### config.mk
export PLATFORM = sky130hd
export DESIGN_NAME = uart_tx_serializer
export DESIGN_NICKNAME = d
export VERILOG_FILES = /design/src/rtl/uart_tx_serializer.sv
export SDC_FILE = /design/constraint.sdc
export NUM_CORES = 1
export LEC_CHECK = 0
export BUFFER_PORTS_ARGS = -buffer_cell sky130_fd_sc_hd__buf_2
export CELL_PAD_IN_SITES_DETAIL_PLACEMENT = 0
export CELL_PAD_IN_SITES_GLOBAL_PLACEMENT = 1
export CORE_UTILIZATION = 38
export DETAILED_ROUTE_END_ITERATION = 6
export PLACE_DENSITY_LB_ADDON = 0.1
export SLEW_MARGIN = 10
export SYNTH_ARGS = -nofsm -noshare
export SYNTH_HDL_FRONTEND = slang
export SYNTH_SLANG_ARGS = --single-unit
export TNS_END_PERCENT = 20
### constraint.sdc
create_clock -name clk -period 1.9 [get_ports clk]
set_input_delay 0.38 -clock clk [delete_from_list [all_inputs] [get_ports clk]]
set_output_delay 0.38 -clock clk [all_outputs]
set_load 0.005 [all_outputs]
### src/rtl/uart_tx_serializer.sv
// UART 8N1 transmitter fed from a registered-output TX FIFO (pop, then capture on the next cycle).
// Optional parity bit between data and stop bits when UART_TX_PARITY_EN is defined.
module uart_tx_serializer #(
  parameter int CLKS_PER_BIT = 868,
  parameter int DATA_BITS    = 8,
  parameter int STOP_BITS    = 1,
  parameter bit PARITY_ODD   = 1'b0
) (
  input  logic                 clk,
  input  logic                 reset,
  input  logic                 tx_en,
  input  logic                 fifo_empty,
  input  logic [DATA_BITS-1:0] fifo_data,
  output logic                 fifo_rd_en,
  output logic                 tx,
  output logic                 busy,
  output logic                 tx_done,
  output logic [2:0]           state_o
);

  localparam int BW = $clog2(CLKS_PER_BIT);
  localparam int CW = $clog2(DATA_BITS);
  localparam logic [BW-1:0] BAUD_MAX = BW'(CLKS_PER_BIT - 1);
  localparam logic [CW-1:0] BIT_MAX  = CW'(DATA_BITS - 1);
  localparam logic          STOP_MAX = 1'(STOP_BITS - 1);

  typedef enum logic [2:0] {
    IDLE   = 3'd0,
    FETCH  = 3'd1,
    START  = 3'd2,
    DATA   = 3'd3,
`ifdef UART_TX_PARITY_EN
    PARITY = 3'd4,
`endif
    STOP   = 3'd5
  } state_t;

  // Valid/ready contract with the FIFO: fifo_rd_en is a one-cycle pop that is
  // only raised in IDLE when !fifo_empty; fifo_data is taken the next cycle.
  state_t                 state_q, state_d;
  logic [BW-1:0]          baud_q, baud_d;
  logic [CW-1:0]          bit_q, bit_d;
  logic                   stop_q, stop_d;
  logic [DATA_BITS-1:0]   shift_q, shift_d;
  logic                   par_q, par_d;
  logic                   tx_q, tx_d;
  logic                   baud_end;

  assign baud_end = (baud_q == BAUD_MAX);

  always_comb begin
    state_d    = state_q;
    baud_d     = baud_q;
    bit_d      = bit_q;
    stop_d     = stop_q;
    shift_d    = shift_q;
    par_d      = par_q;
    fifo_rd_en = 1'b0;
    tx_done    = 1'b0;
    tx_d       = 1'b1;

    case (state_q)
      IDLE: begin
        if (!reset && tx_en && !fifo_empty) begin
          fifo_rd_en = 1'b1;
          state_d    = FETCH;
        end
      end
      FETCH: begin
        shift_d = fifo_data;
`ifdef UART_TX_PARITY_EN
        par_d   = (^fifo_data) ^ PARITY_ODD;
`endif
        baud_d  = '0;
        bit_d   = '0;
        stop_d  = 1'b0;
        state_d = START;
      end
      START: begin
        if (baud_end) begin
          baud_d  = '0;
          state_d = DATA;
        end else begin
          baud_d = baud_q + 1'b1;
        end
      end
      DATA: begin
        if (baud_end) begin
          baud_d  = '0;
          shift_d = shift_q >> 1;
          if (bit_q == BIT_MAX) begin
            bit_d   = '0;
`ifdef UART_TX_PARITY_EN
            state_d = PARITY;
`else
            state_d = STOP;
`endif
          end else begin
            bit_d = bit_q + 1'b1;
          end
        end else begin
          baud_d = baud_q + 1'b1;
        end
      end
`ifdef UART_TX_PARITY_EN
      PARITY: begin
        if (baud_end) begin
          baud_d  = '0;
          state_d = STOP;
        end else begin
          baud_d = baud_q + 1'b1;
        end
      end
`endif
      STOP: begin
        if (baud_end) begin
          baud_d = '0;
          if (stop_q == STOP_MAX) begin
            tx_done = 1'b1;
            stop_d  = 1'b0;
            state_d = IDLE;
          end else begin
            stop_d = stop_q + 1'b1;
          end
        end else begin
          baud_d = baud_q + 1'b1;
        end
      end
      default: state_d = IDLE;
    endcase

    // tx is registered from the next state so the line lines up with state_q.
    case (state_d)
      START:   tx_d = 1'b0;
      DATA:    tx_d = shift_d[0];
`ifdef UART_TX_PARITY_EN
      PARITY:  tx_d = par_d;
`endif
      default: tx_d = 1'b1;
    endcase
  end

  always_ff @(posedge clk) begin
    if (reset) begin
      state_q <= IDLE;
      baud_q  <= '0;
      bit_q   <= '0;
      stop_q  <= 1'b0;
      shift_q <= '0;
      par_q   <= 1'b0;
      tx_q    <= 1'b1;
    end else begin
      state_q <= state_d;
      baud_q  <= baud_d;
      bit_q   <= bit_d;
      stop_q  <= stop_d;
      shift_q <= shift_d;
      par_q   <= par_d;
      tx_q    <= tx_d;
    end
  end

`ifndef UART_TX_PARITY_EN
  logic unused_parity_odd;
  assign unused_parity_odd = PARITY_ODD ^ par_q;
`endif

  assign tx      = tx_q;
  assign busy    = (state_q != IDLE);
  assign state_o = state_q;

endmodule

After elaboration in Yosys (flattened, before gate mapping). Index checks and enable logic that the tools add are counted.

Register bits: 26. Bits in latches: 0. Bits in writable memories: 0. ROM bits: 0. Input bits: 12. Output and inout bits: 7. Logic and storage cells: 55. Memories kept: 0.

$add $sub $neg: 3. Multiply operators: 0. Div/mod/pow operators: 0. Order comparisons: 0. Equal/unequal tests: 10. Shifts and indexed selects: 0. Muxes and demuxes: 23. Bitwise gates (word level): 0. Reduce and logical (&&, ||, !) cells: 12.

Operator list (count): two-way mux 3 bit (8); case mux 10 bit (2 select lines) (1); case mux 8 bit (2 select lines) (1); case mux 3 bit (5 select lines) (1); == test 3 x 2 -> 1 bit, second input constant (4); adder 10 x 1 -> 10 bit, second input constant (1); == test 10 bit, second input constant (1); two-way mux 10 bit (1); two-way mux 8 bit (1); two-way mux 1 bit (7); == test 3 bit, second input constant (2); case mux 3 bit (2 select lines) (1); nonzero test 2 bit (3); != test 2 bit, second input constant (2); case mux 1 bit (2 select lines) (2); AND reduction 2 bit (2); adder 3 x 1 -> 3 bit, second input constant (1); == test 3 x 1 -> 1 bit, second input constant (1); zero test 3 bit (1); nonzero test 3 bit (1); OR reduction 3 bit (1); logical AND 1 bit (2); zero test 1 bit (2); adder 1 bit, second input constant (1).

Logic depth before layout (Yosys ltp).
Depth in word-level cells: 7. Mapped depth: 6. Depth with buffers taken out: 6.

Worst setup path after synthesis. OpenSTA, ideal clock, no wires.

Path type: flip-flop to flip-flop. Start: register baud_q[0]. End: register shift_q[1]. Setup time: 0.122 ns. Data arrival time: 1.771 ns. Required time: 1.778 ns. Path slack: 0.007 ns. Cell stages (with the launch flop): 6. Path buffers: 0. Period minus slack after synthesis: 1.893 ns. Path through: dfxtp_1 -> ha_1 -> or4b_4 -> o31ai_4 -> a21oi_2 -> a221o_1.

Cells in the longest elaborated chain, start to end: 3.

Ends and longest elaborated chain: start: declaration (line 41) `logic [BW-1:0] baud_q, baud_d;`; start signal: assignment (line 154) `baud_q <= baud_d;`; == test 10 bit (line 49) `assign baud_end = (baud_q == BAUD_MAX);`; != test 2 bit (no line); AND reduction 2 bit (no line); end signal: assignment (line 157) `shift_q <= shift_d;`; end: declaration (line 44) `logic [DATA_BITS-1:0] shift_q, shift_d;`.

Every way passes these cells. A chain may end at the register's enable or synchronous reset.

Worst setup path after layout.
Start: register baud_q[0]. End: output port tx_done.

Cells in the longest elaborated chain, start to end: 3.

Ends and longest elaborated chain: == test 10 bit (line 49); two-way mux 1 bit (line 116) `if (baud_end) begin`; two-way mux 1 bit (line 62) `case (state_q)`; end: declaration (line 17) `output logic tx_done,`.

Every way passes these cells.

==> out/results.ini <==
[floorplan]
start_util = 0.396
die_y_um = 61.0
coreArea_um2 = 3340
die-area_um2 = 3720
row_count = 21
io_pins = 19
die_x_um = 61.0

[grt]
grt_pass1_wl_mm = 5.18
overflow = 0
grt_util_met2 = 0.309
antenna_found_initial = 0
grt_pass1_vias = 1086
grt_max_degree = 15
use_met1 = 0.269
use_met3 = 0.0320
grt_usage = 0.195
grt_most_used_layer = met2

[timing]
whs_ns = 0.273
timing.fmax_mhz = 522
slew_violations = 0
period_share = 1.01
relSlewSlack = 0.469
final-hold-violation-count = 0
setup_violations = 1
worst_pin_slew_ns = 0.791
rsz0062_at_grt = true
clock_skew_ns = 0.00699
period_needed_ns = 1.92
layout_setup_ws_ns = -0.0153

[pwr]
pwr-share-clk = 0.277
power.switching_mw = 0.205
powerDensity_nw_per_um2 = 492
p_int_mw = 0.647
p_total_mw = 0.853
p_sw_frac = 0.241
combPwrFrac = 0.096
leakagePower_nw = 0.674
p_seq_frac = 0.627
irDropWorstVdd_mv = 0.334

[logic_synthesis]
synthesis.nets = 156
synthArstFlopShare = 0
synth_top_family_by_area = simple AND/OR/NAND/NOR gates
synth_xor_area_frac = 0.0331
synth-edff-count = 0
yosys.area_share.simple = 0.298
synth_cells = 141
yosys_warnings = 0
synth_area_leaders = dfxtp_1 (38%), a221o_1 (4.5%), and3_2 (3.4%), nor2_1 (3.4%), nand3_1 (3.0%)
ys_seq_elements = 25
synthesis.area_um2 = 1320
post-synth-top-count-cell = dfxtp_1
yosys.area.top_type = dfxtp_1
synthMuxAreaShare = 0
synth_ff_type = dfxtp_1
synth.distinct_cells = 52
synth_compound_area_frac = 0.221
synth_adder_area_share = 0.0284
ys_seq_area_frac = 0.379
synth_area_per_cell_um2 = 9.37
synth.top_cell.area_share = 0.379
synth_common_cells = dfxtp_1 (25), nor2_1 (12), nand3_1 (8)

[placed_design]
place_congestion = 0.843
dpl_cell_area_um2 = 1550
port_buffers = 18
preCtsSetupSlack_ns = 0.00698
dp_hpwl_mm = 2.48

[routing]
drtPass1Iterations = 4
vias_per_cell = 5.59
drc = 0
ant_nets = 0
drt_iter0_drc = 41
wl_per_cell_um = 15.1
wl_mm = 3.45
vias = 1279

[cells_and_area]
design_area_um2 = 1730
fin_util = 0.519
syn_to_final_growth_pct = 31.1
antenna_cells = 0
finalNetCount = 199
drive_above_1_share = 0.393

[worst_setup_path]
start_kind = register
crit_arrival_ns = 1.54
cp-end-kind = primary output
cp_max_fo = 2
crit_required_ns = 1.52
timing.setup.critical_path_class = register to primary output

[run_status]
violations = setup timing
status = finished with violations

[run]
maxCapViolations = 0

[cts]
htree_levels = 1
clk_pin_slew_ns = 0.14
cts_hold_buf = 0
cts.root.buffer_cell = clkbuf_4
clk_path_buf_depth = 2
clock-sinks = 25
insertion_delay_ns = 0.32
cts_made_buffers = 3
tritoncts = yes

[worst_hold_path]
min_path_type = primary input to register

[registers in the layout, indices dropped and copies added (netlist names)]
register and count:
baud_q 10, bit_q 3, shift_q 8, state_o 3, tx 1
[critical path: stages, from the launching register on]
cell	delay, ns
dfxtp_2	0.39
ha_4	0.14
buf_6	0.09
nor4b_4	0.16
buf_4	0.16
nand3_4	0.07
nor2_1	0.10
buf_2	0.11
[path summary, 6_finish.rpt]
check	cells past startpoint	slack, ns	end	start
setup reg to reg	8	0.02	baud_q[8]	baud_q[0]
hold / removal	2	0.27	shift_q[7]	fifo_data[7]
setup / recovery	7	-0.02	tx_done	baud_q[0]
hold reg to reg	1	0.49	shift_q[7]	shift_q[7]
[power groups by stage]
| stage | Clock (mW) | Combinational, mW | Sequential, mW |
|---|---|---|---|
| after floorplan | 0 | 0.0401 | 0.548 |
| after global placement | 0 | 0.0656 | 0.550 |
| after detailed placement | 0 | 0.0678 | 0.550 |
| after CTS | 0.250 | 0.0785 | 0.535 |
| after global routing | 0.270 | 0.0921 | 0.536 |
| final | 0.236 | 0.0823 | 0.534 |
[layer usage]
| layer | vias to the layer above | share of wire |
|---|---|---|
| li1 | 635 | - |
| met4 | 0 | 0.0058 |
| met3 | 2 | 0.045 |
| met2 | 28 | 0.47 |
| met1 | 614 | 0.48 |
| met5 | - | 0 |
[metrics by stage]
step / setup TNS, ns / cells
global placement: 0 / 217
finish: -0.0153 / 229
global route: -0.285 / 229
detailed placement: 0 / 217
CTS: -0.00362 / 226
floorplan: 0 / 141
[area by class of cell]
class / instances / area, µm²
clock buffer: 3 / 22.5
clock inverter: 1 / 5.00
fill: 335 / 1610
inverter: 1 / 3.75
multi-input combinational: 110 / 847
sequential: 25 / 514
tap: 46 / 57.6
timing repair buffer: 43 / 282
[layout by cell type, fill, tap and decap left out, types with 2 or more instances in the layout]
cell / instances
nor4b_4: 2
a21oi_1: 6
xnor2_1: 2
nor3_1: 4
buf_4: 24
buf_2: 18
nand4_1: 2
a31oi_1: 3
and2_1: 2
a221o_1: 6
o31ai_1: 2
nand3b_1: 3
nand2_1: 7
nor4_1: 3
and3b_1: 2
nor2_1: 12
xor2_1: 3
dfxtp_2: 2
clkbuf_4: 3
ha_1: 2
nand3_1: 7
dfxtp_1: 20
nand2b_1: 2
o221ai_1: 2
and3_2: 6
o21ai_0: 3
dfxtp_4: 3
[cells by family after synthesis]
| family | Yosys count |
|---|---|
| AND/OR/NAND/NOR | 65 |
| AO/OA/AOI/OAI | 37 |
| flip-flops | 25 |
| buffers and inverters | 6 |
| XOR/XNOR | 5 |
| adder cells (fa/ha/maj) | 3 |
[repair_timing]
item	4_1_cts	5_1_grt
pin swaps	4	5
setup buffers	5	3
resized for setup	18	3
endpoints found under the setup margin	5	10
hold endpoints to repair	0	0
No activity file was read; power rests on OpenSTA's default activity.
